`config.mk`:
```
export PLATFORM = sky130hd
export DESIGN_NAME = phy_output_checker_lane
export DESIGN_NICKNAME = d
export VERILOG_FILES = /design/src/rtl/phy_output_checker_pkg.sv /design/src/rtl/phy_output_checker_lane.sv
export SDC_FILE = /design/constraint.sdc
export NUM_CORES = 1
export LEC_CHECK = 0
export CELL_PAD_IN_SITES_DETAIL_PLACEMENT = 0
export CELL_PAD_IN_SITES_GLOBAL_PLACEMENT = 2
export CORE_MARGIN = 4
export CORE_UTILIZATION = 26
export DETAILED_ROUTE_END_ITERATION = 8
export PLACE_DENSITY_LB_ADDON = 0.1
export SYNTH_ARGS = -nofsm -noshare
export SYNTH_HDL_FRONTEND = slang
export SYNTH_SLANG_ARGS = --single-unit
```
`constraint.sdc`:
```
create_clock -name clk_8f -period 2 [get_ports clk_8f]
set_input_delay 0.2 -clock clk_8f [delete_from_list [all_inputs] [get_ports clk_8f]]
set_output_delay 0.2 -clock clk_8f [all_outputs]
set_load 0.005 [all_outputs]
```
`src/rtl/phy_output_checker_pkg.sv`:
```
// Shared defaults and reset values for the phy output checker and its lane comparators.
package phy_output_checker_pkg;

  localparam int unsigned DATA_W_DEF = 8;
  localparam int unsigned CNT_W_DEF  = 16;

  localparam logic CHECK_RST  = 1'b1;
  localparam logic STICKY_RST = 1'b0;

endpackage

```
`src/rtl/phy_output_checker_lane.sv`:
```
// One lane of the phy output checker: registered match flag, sticky error flag and
// saturating mismatch counter, updated only while compare is enabled.
module phy_output_checker_lane
  import phy_output_checker_pkg::*;
#(
  parameter int unsigned DATA_W = DATA_W_DEF,
  parameter int unsigned CNT_W  = CNT_W_DEF
) (
  input  logic              clk_8f,
  input  logic              reset_L,
  input  logic              i_en,
  input  logic [DATA_W-1:0] i_data_c,
  input  logic [DATA_W-1:0] i_data_e,
  output logic              o_check,
  output logic              o_err_sticky,
  output logic [CNT_W-1:0]  o_mismatch_cnt
);

  logic             w_match;
  logic             r_check;
  logic             r_sticky;
  logic [CNT_W-1:0] r_cnt;

  // An unknown equality result must fall into the else branch, so unknown bits count as mismatches.
  always_comb begin
    w_match = 1'b0;
    if (i_data_c == i_data_e) begin
      w_match = 1'b1;
    end else begin
      w_match = 1'b0;
    end
  end

  // NOTE: sequential state uses non-blocking assignments so every register samples pre-edge values.
  always_ff @(posedge clk_8f or negedge reset_L) begin
    if (!reset_L) begin
      r_check  <= CHECK_RST;
      r_sticky <= STICKY_RST;
      r_cnt    <= '0;
    end else if (i_en) begin
      if (w_match) begin
        r_check <= 1'b1;
      end else begin
        r_check  <= 1'b0;
        r_sticky <= 1'b1;
        if (r_cnt != '1) begin
          r_cnt <= r_cnt + 1'b1;
        end
      end
    end
  end

  assign o_check        = r_check;
  assign o_err_sticky   = r_sticky;
  assign o_mismatch_cnt = r_cnt;

endmodule

```
### Yosys cells after proc, flatten, opt, wreduce, memory -nomap -nowiden

Index checks and enable logic that the tools add are counted.
W data, S select, Z words.

* output and inout bits: 18
* flip-flop bits (word level): 18

* equality and inequality tests: 2
* multiplexer cells: 2
* bitwise logic cells: 1
* reductions and logical operators: 2
* add/subtract/negate cells: 1

Operators with widths (count)
* $add A16 B1 Y16 const B: 1
* $ne A16 B16 Y1 const B: 1
* $eq A8 B8 Y1: 1
* $reduce_and A3 Y1: 1
* $mux W1: 2
* $reduce_and A2 Y1: 1
* $not A1 Y1: 1

### Logic depth before layout (Yosys ltp)

Gate-level depths: netlist (run 1).

* depth in word-level cells: 4
* depth in mapped cells: 6

### Worst setup path after synthesis (run 1)

Ideal clock, no wire load.

* kind: register to register
* from: register r_cnt[0] (netlist: o_mismatch_cnt[0])
* to: register r_cnt[9] (netlist: o_mismatch_cnt[9])
* arrival: 1.412 ns
* path buffers: 1
* stages on the path, launching flop included: 7
* setup slack: 0.454 ns
* cells stage by stage: dfrtp_1 > ha_1 > nand2_2 > nor4_4 > buf_6 > nor4_2 > xor2_1

* cells in the longest elaborated chain, start to end: 2
* elaborated cells between the ends (all ways): 3
* classes of those cells: 1 x add/sub; 1 x eq/ne; 1 x reduce/logical

Ends and longest elaborated chain
* start: declaration: RTL line phy_output_checker_lane.sv:22 `logic [CNT_W-1:0] r_cnt;`
* start signal: assignment: RTL line phy_output_checker_lane.sv:47 `r_cnt <= r_cnt + 1'b1;`
* parallel branches: the longest is 2 deep, another holds $add A16 B1 Y16

Parallel ways; which one is timed is not known.
A chain may end at the register's enable or synchronous reset.

### Worst setup path in the final report (run 1)

* from: register r_cnt[0] (netlist: o_mismatch_cnt[0])
* to: register r_cnt[1] (netlist: o_mismatch_cnt[1])

The elaborated chain is that of the path after synthesis.

==> results of run 1 <==
## registers in the layout, indices dropped and copies added, names as in the netlist
| register | count |
|---|---|
| o_err_sticky | 1 |
| o_mismatch_cnt | 16 |
| o_check | 1 |
## cell usage after synthesis
master,number
dfrtp_1,17
xor2_1,14
xnor2_1,9
nand3_1,7
nor4_2,6
nand4_1,5
nand2_1,3
nor2_1,3
nor3_1,3
buf_6,2
nor4_1,2
and3_1,1
dfstp_2,1
ha_1,1
inv_1,1
mux2_1,1
nand2_2,1
nand2b_1,1
nand4_2,1
nor2_2,1
nor3b_1,1
nor4_4,1
nor4b_1,1
o21a_1,1
o21ai_2,1
## power by group through the flow
stage | Sequential, mW | Combinational [mW] | Clock, mW
3_5_place_dp | 0.596 | 0.461 | 0
2_1_floorplan | 0.583 | 0.181 | 0
5_1_grt | 0.618 | 0.502 | 0.283
4_1_cts | 0.593 | 0.463 | 0.273
6_report | 0.589 | 0.450 | 0.258
3_3_place_gp | 0.597 | 0.460 | 0
## metal layers
| layer | track usage | part of all wire | up-vias |
|---|---|---|---|
| li1 | - | - | 389 |
| met1 | 0.130 | 0.46 | 356 |
| met2 | 0.148 | 0.47 | 20 |
| met3 | 0.0290 | 0.054 | 2 |
| met4 | 0.0390 | 0.0084 | 0 |
| met5 | 0 | 0 | - |
## worst max-delay path, cell delays in order, from the launching register on
cell and delay (ns):
dfrtp_1 0.44, ha_1 0.26, nand2_2 0.14, nor4_4 0.17, buf_4 0.22, nor2_2 0.06, mux2_1 0.31
## path summary, 6_finish.rpt
path	to	depth (start not counted)
worst max register to register	o_mismatch_cnt[1]	6
min in group clk_8f	o_err_sticky	1
worst min-delay path	o_mismatch_cnt[13]	2
worst min register to register	o_err_sticky	1
max in group asynchronous	o_check	2
worst max-delay path	o_mismatch_cnt[1]	6
## cells in the final DEF (no fill, tap or decap)
cell,n
buf_4,5
nand2_2,1
nor4_1,2
o21ai_2,1
nor3_1,3
ha_1,1
clkbuf_8,3
nand4_2,1
clkdlybuf4s50_1,36
dfrtp_1,17
nor2_2,1
nand2_1,3
and3_1,1
nand3_1,7
inv_1,1
clkbuf_1,1
mux2_1,1
xnor2_1,9
nor4_4,1
nand2b_1,1
nor2_1,3
o21a_1,1
dfstp_2,1
nor4b_1,1
xor2_1,14
nor4_2,6
nor3b_1,1
nand4_1,5
## kinds of logic after synthesis
logic type | count (synthesis) | share of synthesized area
buffers and inverters | 3 | 0.0266
xor gates and xnor gates | 23 | 0.204
adders and majority gates | 1 | 0.0127
DFF | 18 | 0.458
muxes | 1 | 0.0114
AOI/OAI and AO/OA | 2 | 0.0165
and+or+nand+nor | 37 | 0.270
## layout make-up
cell class	count	area [um2]
Clock buffer	4	45.0
Fill cell	388	2190
Inverter	1	3.75
Multi-Input combinational cell	64	508
Sequential cell	18	452
Tap cell	48	60.1
Timing Repair Buffer	41	398
==> out/metrics.yaml, run 1 <==
run_status: "finished, final reports clean"
yosysTopAreaCellShare: 0.431
drv_slew: 0
initialDrtViolationCount: 34
nets: 149
sequentialPowerShare: 0.454
pre_cts_ws_ns: 0.209
ys_seq_area_frac: 0.458
hold_viol_final: 0
ant_nets: 0
rows: 22
postCtsHoldBufs: 0
grt_antenna_before_repair: 0
cts_sinks: 18
finalSetupViolCount: 0
synth-seq-cells: 18
die_area_mm2: 0.00484
dr_total_vias: 767
stdcell_area_mm2: 0.00147
cp-start-kind: "register"
clock_skew_ns: 0.00542
path_max_fanout: 8
drc: 0
cts_buffer_depth: 2
routed_wl_um: 2150
rsz0062_at_grt: "no"
hpwl_um: 1730
start_util: 0.269
io_pins: 37
die_w_um: 69.6
placed_area_mm2: 0.00142
drv_cap: 0
synthesis.instances: 85
die_h_um: 69.6
cp_data_arrival_time_ns: 1.85
final_cells: 176
numCtsBuffers: 3
cts-resized-gates: 0
viasPerCell: 4.36
worstSetupStartpoint: "o_mismatch_cnt[0]"
max-vdd-ir-drop_uv: 313
p_int_uw: 886
synth_warnings: 0
fp.coreArea_mm2: 0.00366
power_density_mw_per_mm2: 885
critPathCaptureType: "register"
slew_headroom: 0.780
grt_pass1_wl_um: 3860
swShare: 0.317
diodes: 0
overflow: 0
yosysTopAreaCell: "dfrtp_1"
total_power_mw: 1.30
cts_setup_buffers: 0
min_path_type: "in2async"
holdWs_ns: 0.272
worst_slack_ns: 0.278
tightest_slew_ns: 0.326
port_buffers: 36
syn2layout_area_growth_pct: 48.7
fin_tns_setup_ns: 0
clock_latency_ns: 0.25
p_leak_nw: 0.565
gr-usage-all-layers: 0.0979
cts_tree: "yes"
post_synth_num_cell_types: 25
synthesis.area_um2: 986
final_layout_size_suffix_gt1_frac: 0.156
root_buffer: "clkbuf_8"
htreeDepth: 1
path_clk_slew_ns: 0.07
critPathKind: "reg2reg"
r2r_setup_slack_ns: 0.28
max_freq_mhz: 581
p_switching_uw: 411
place_inst: 172
fin_crit_ns: 1.72
syn-num-nets: 105
grt_pass1_vias: 833
clock_power_share: 0.199
grt_max_degree: 19
final_util: 0.401
synth.area.top_cells: "dfrtp_1, xor2_1, xnor2_1"
wire_per_inst_um: 12.2
synth.avg_cell_area_um2: 11.6
timing.rr.start: "o_mismatch_cnt[0]"
gp_congestion: 0.696
drtPass1Iterations: 4
p_comb_frac: 0.347
worstPathRequired_ns: 2.13
min_period_over_period: 0.861
(Power assumes the default switching activity.)
==> inputs of run 2 (changes only) <==
Settings changed: REMOVE_ABC_BUFFERS from default to 1.
==> run 2 against run 1 <==
Maximum frequency down 1.2%. Power increased by 3.9%. Utilization up 0.62 points. Sequential share of layout area shrank 0.47 points. Critical endpoint is now o_mismatch_cnt[15]. Largest cell class unchanged. Largest power group unchanged.
==> out/metrics.yaml, run 2 (synthesis results as in run 1) <==
path_clk_slew_ns: 0.07  # about the same
htreeDepth: 1  # unchanged
max-vdd-ir-drop_uv: 388  # +24%
path_max_fanout: 7  # -1
clock_skew_ns: 0.00147  # -0.00395 ns
clock_latency_ns: 0.25  # about the same
die_h_um: 69.6  # unchanged
min_period_over_period: 0.872  # +0.0104
layout_commonest_cell: "clkdlybuf4s50_1"
grt_pass1_wl_um: 4020  # +4.1%
initialDrtViolationCount: 17  # -50%
drtPass1Iterations: 2  # -2
rows: 22  # unchanged
final_layout_size_suffix_gt1_frac: 0.164  # +0.00781
drv_slew: 0  # unchanged
grt_antenna_before_repair: 0  # unchanged
cts_buffer_depth: 2  # unchanged
worstPathRequired_ns: 2.18  # +0.05 ns
fp.coreArea_mm2: 0.00366  # unchanged
place_inst: 172  # unchanged
final_cells: 176  # unchanged
ant_nets: 0  # unchanged
cp-start-kind: "register"
gp_congestion: 0.673  # -3.3%
finalSetupViolCount: 0  # unchanged
grt_pass1_vias: 836  # +0.36%
die_area_mm2: 0.00484  # unchanged
nets: 149  # unchanged
largest_reg_flops: 16  # unchanged
cts_tree: "yes"
rsz0062_at_grt: "no"
power_density_mw_per_mm2: 905  # +2.3%
root_buffer: "clkbuf_8"
fin_tns_setup_ns: 0  # unchanged
mostFrequentLayoutCells: "clkdlybuf4s50_1, dfrtp_1, xor2_1, xnor2_1, nand3_1"
critPathKind: "reg2reg"
drc: 0  # unchanged
p_leak_nw: 0.576  # +1.9%
gr-usage-all-layers: 0.101  # +0.00273
cpMaxStageDelayCell: "dfrtp_1"
drv_cap: 0  # unchanged
syn2layout_area_growth_pct: 51.0
path_cells: "ha_1, nand2_2, nor4_4, buf_4, nor4_1, xor2_1"
tightest_slew_ns: 0.390  # +0.0644 ns
hold_viol_final: 0  # unchanged
max_freq_mhz: 574  # -1.2%
numCtsBuffers: 3  # unchanged
diodes: 0  # unchanged
fin_crit_ns: 1.74  # +0.0208 ns
wire_per_inst_um: 13.0  # +6.3%
slew_headroom: 0.738  # -0.0423
cts-resized-gates: 0  # unchanged
cts_setup_buffers: 0  # unchanged
postCtsHoldBufs: 0  # unchanged
port_buffers: 36  # unchanged
io_pins: 37  # unchanged
max_stage_delay_ns: 0.44  # about the same
die_w_um: 69.6  # unchanged
dr_total_vias: 793  # +3.4%
grt_max_degree: 19  # unchanged
min_path_type: "in2async"
hpwl_um: 1730  # -0.22%
start_util: 0.269  # unchanged
routed_wl_um: 2280  # +6.3%
viasPerCell: 4.51  # +3.4%
cts_sinks: 18  # unchanged
critPathCaptureType: "register"
overflow: 0  # unchanged
cp_data_arrival_time_ns: 1.92  # +0.07 ns
run_status: "finished, final reports clean"
## run 2: cell counts in the layout (fill, tap and decap cells not counted)
Identical to the previous run, type by type.
## run 2: final timing paths
kind	start	end	slack, ns	depth (start not counted)
worst max-delay path	o_mismatch_cnt[1]	o_mismatch_cnt[15]	0.26	6
worst min-delay path	reset_L	o_mismatch_cnt[6]	0.28	2
worst max register to register	o_mismatch_cnt[1]	o_mismatch_cnt[15]	0.26	6
worst min register to register	o_err_sticky	o_err_sticky	0.47	1
max in group asynchronous	reset_L	o_check	1.46	2
min in group clk_8f	o_err_sticky	o_err_sticky	0.47	1
## run 2: layer usage
layer / wire, um / GRT usage / up-vias / part of all wire
met3: 152 / 0.0377 / 2 / 0.067
met5: 0 / 0 / - / 0
met4: 19 / 0.0325 / 0 / 0.0083
met2: 978 / 0.142 / 26 / 0.43
li1: - / - / 387 / -
met1: 1130 / 0.141 / 378 / 0.50
## run 2: through the flow
step | hold WS, ns | power [mW] | util | area, um2 | setup WS (ns)
after floorplan | -0.0956 | 0.761 | - | 963 | 0.155
after global placement | 0.465 | 1.07 | 0.392 | 1430 | 0.232
after detailed placement | 0.458 | 1.07 | 0.392 | 1430 | 0.196
after CTS | 0.281 | 1.38 | 0.407 | 1490 | 0.236
after global routing | 0.298 | 1.44 | 0.407 | 1490 | 0.0987
final | 0.275 | 1.35 | 0.407 | 1490 | 0.257
## run 2: worst max-delay path: cells and delay by family (launching register included)
kind / cells / cell delay (ns)
buf+inv: 1 / 0.16
simple gates: 3 / 0.63
flops: 1 / 0.44
fa+ha+maj: 1 / 0.26
xor+xnor: 1 / 0.18
## run 2: area by class of cell
type                    instances  area (um2)
clock buffers                   4        55.1
fillers                       376        2170
inverters                       1        3.75
multi-input cells              64         508
flip-flops and latches         18         452
well taps                      48        60.1
repair buffers                 41         410
## run 2: power by group
group	leakage, nW	switching (mW)	internal [mW]
clock network	0.0288	0.122	0.175
logic	0.340	0.178	0.299
registers	0.207	0.115	0.460
total	0.576	0.414	0.933
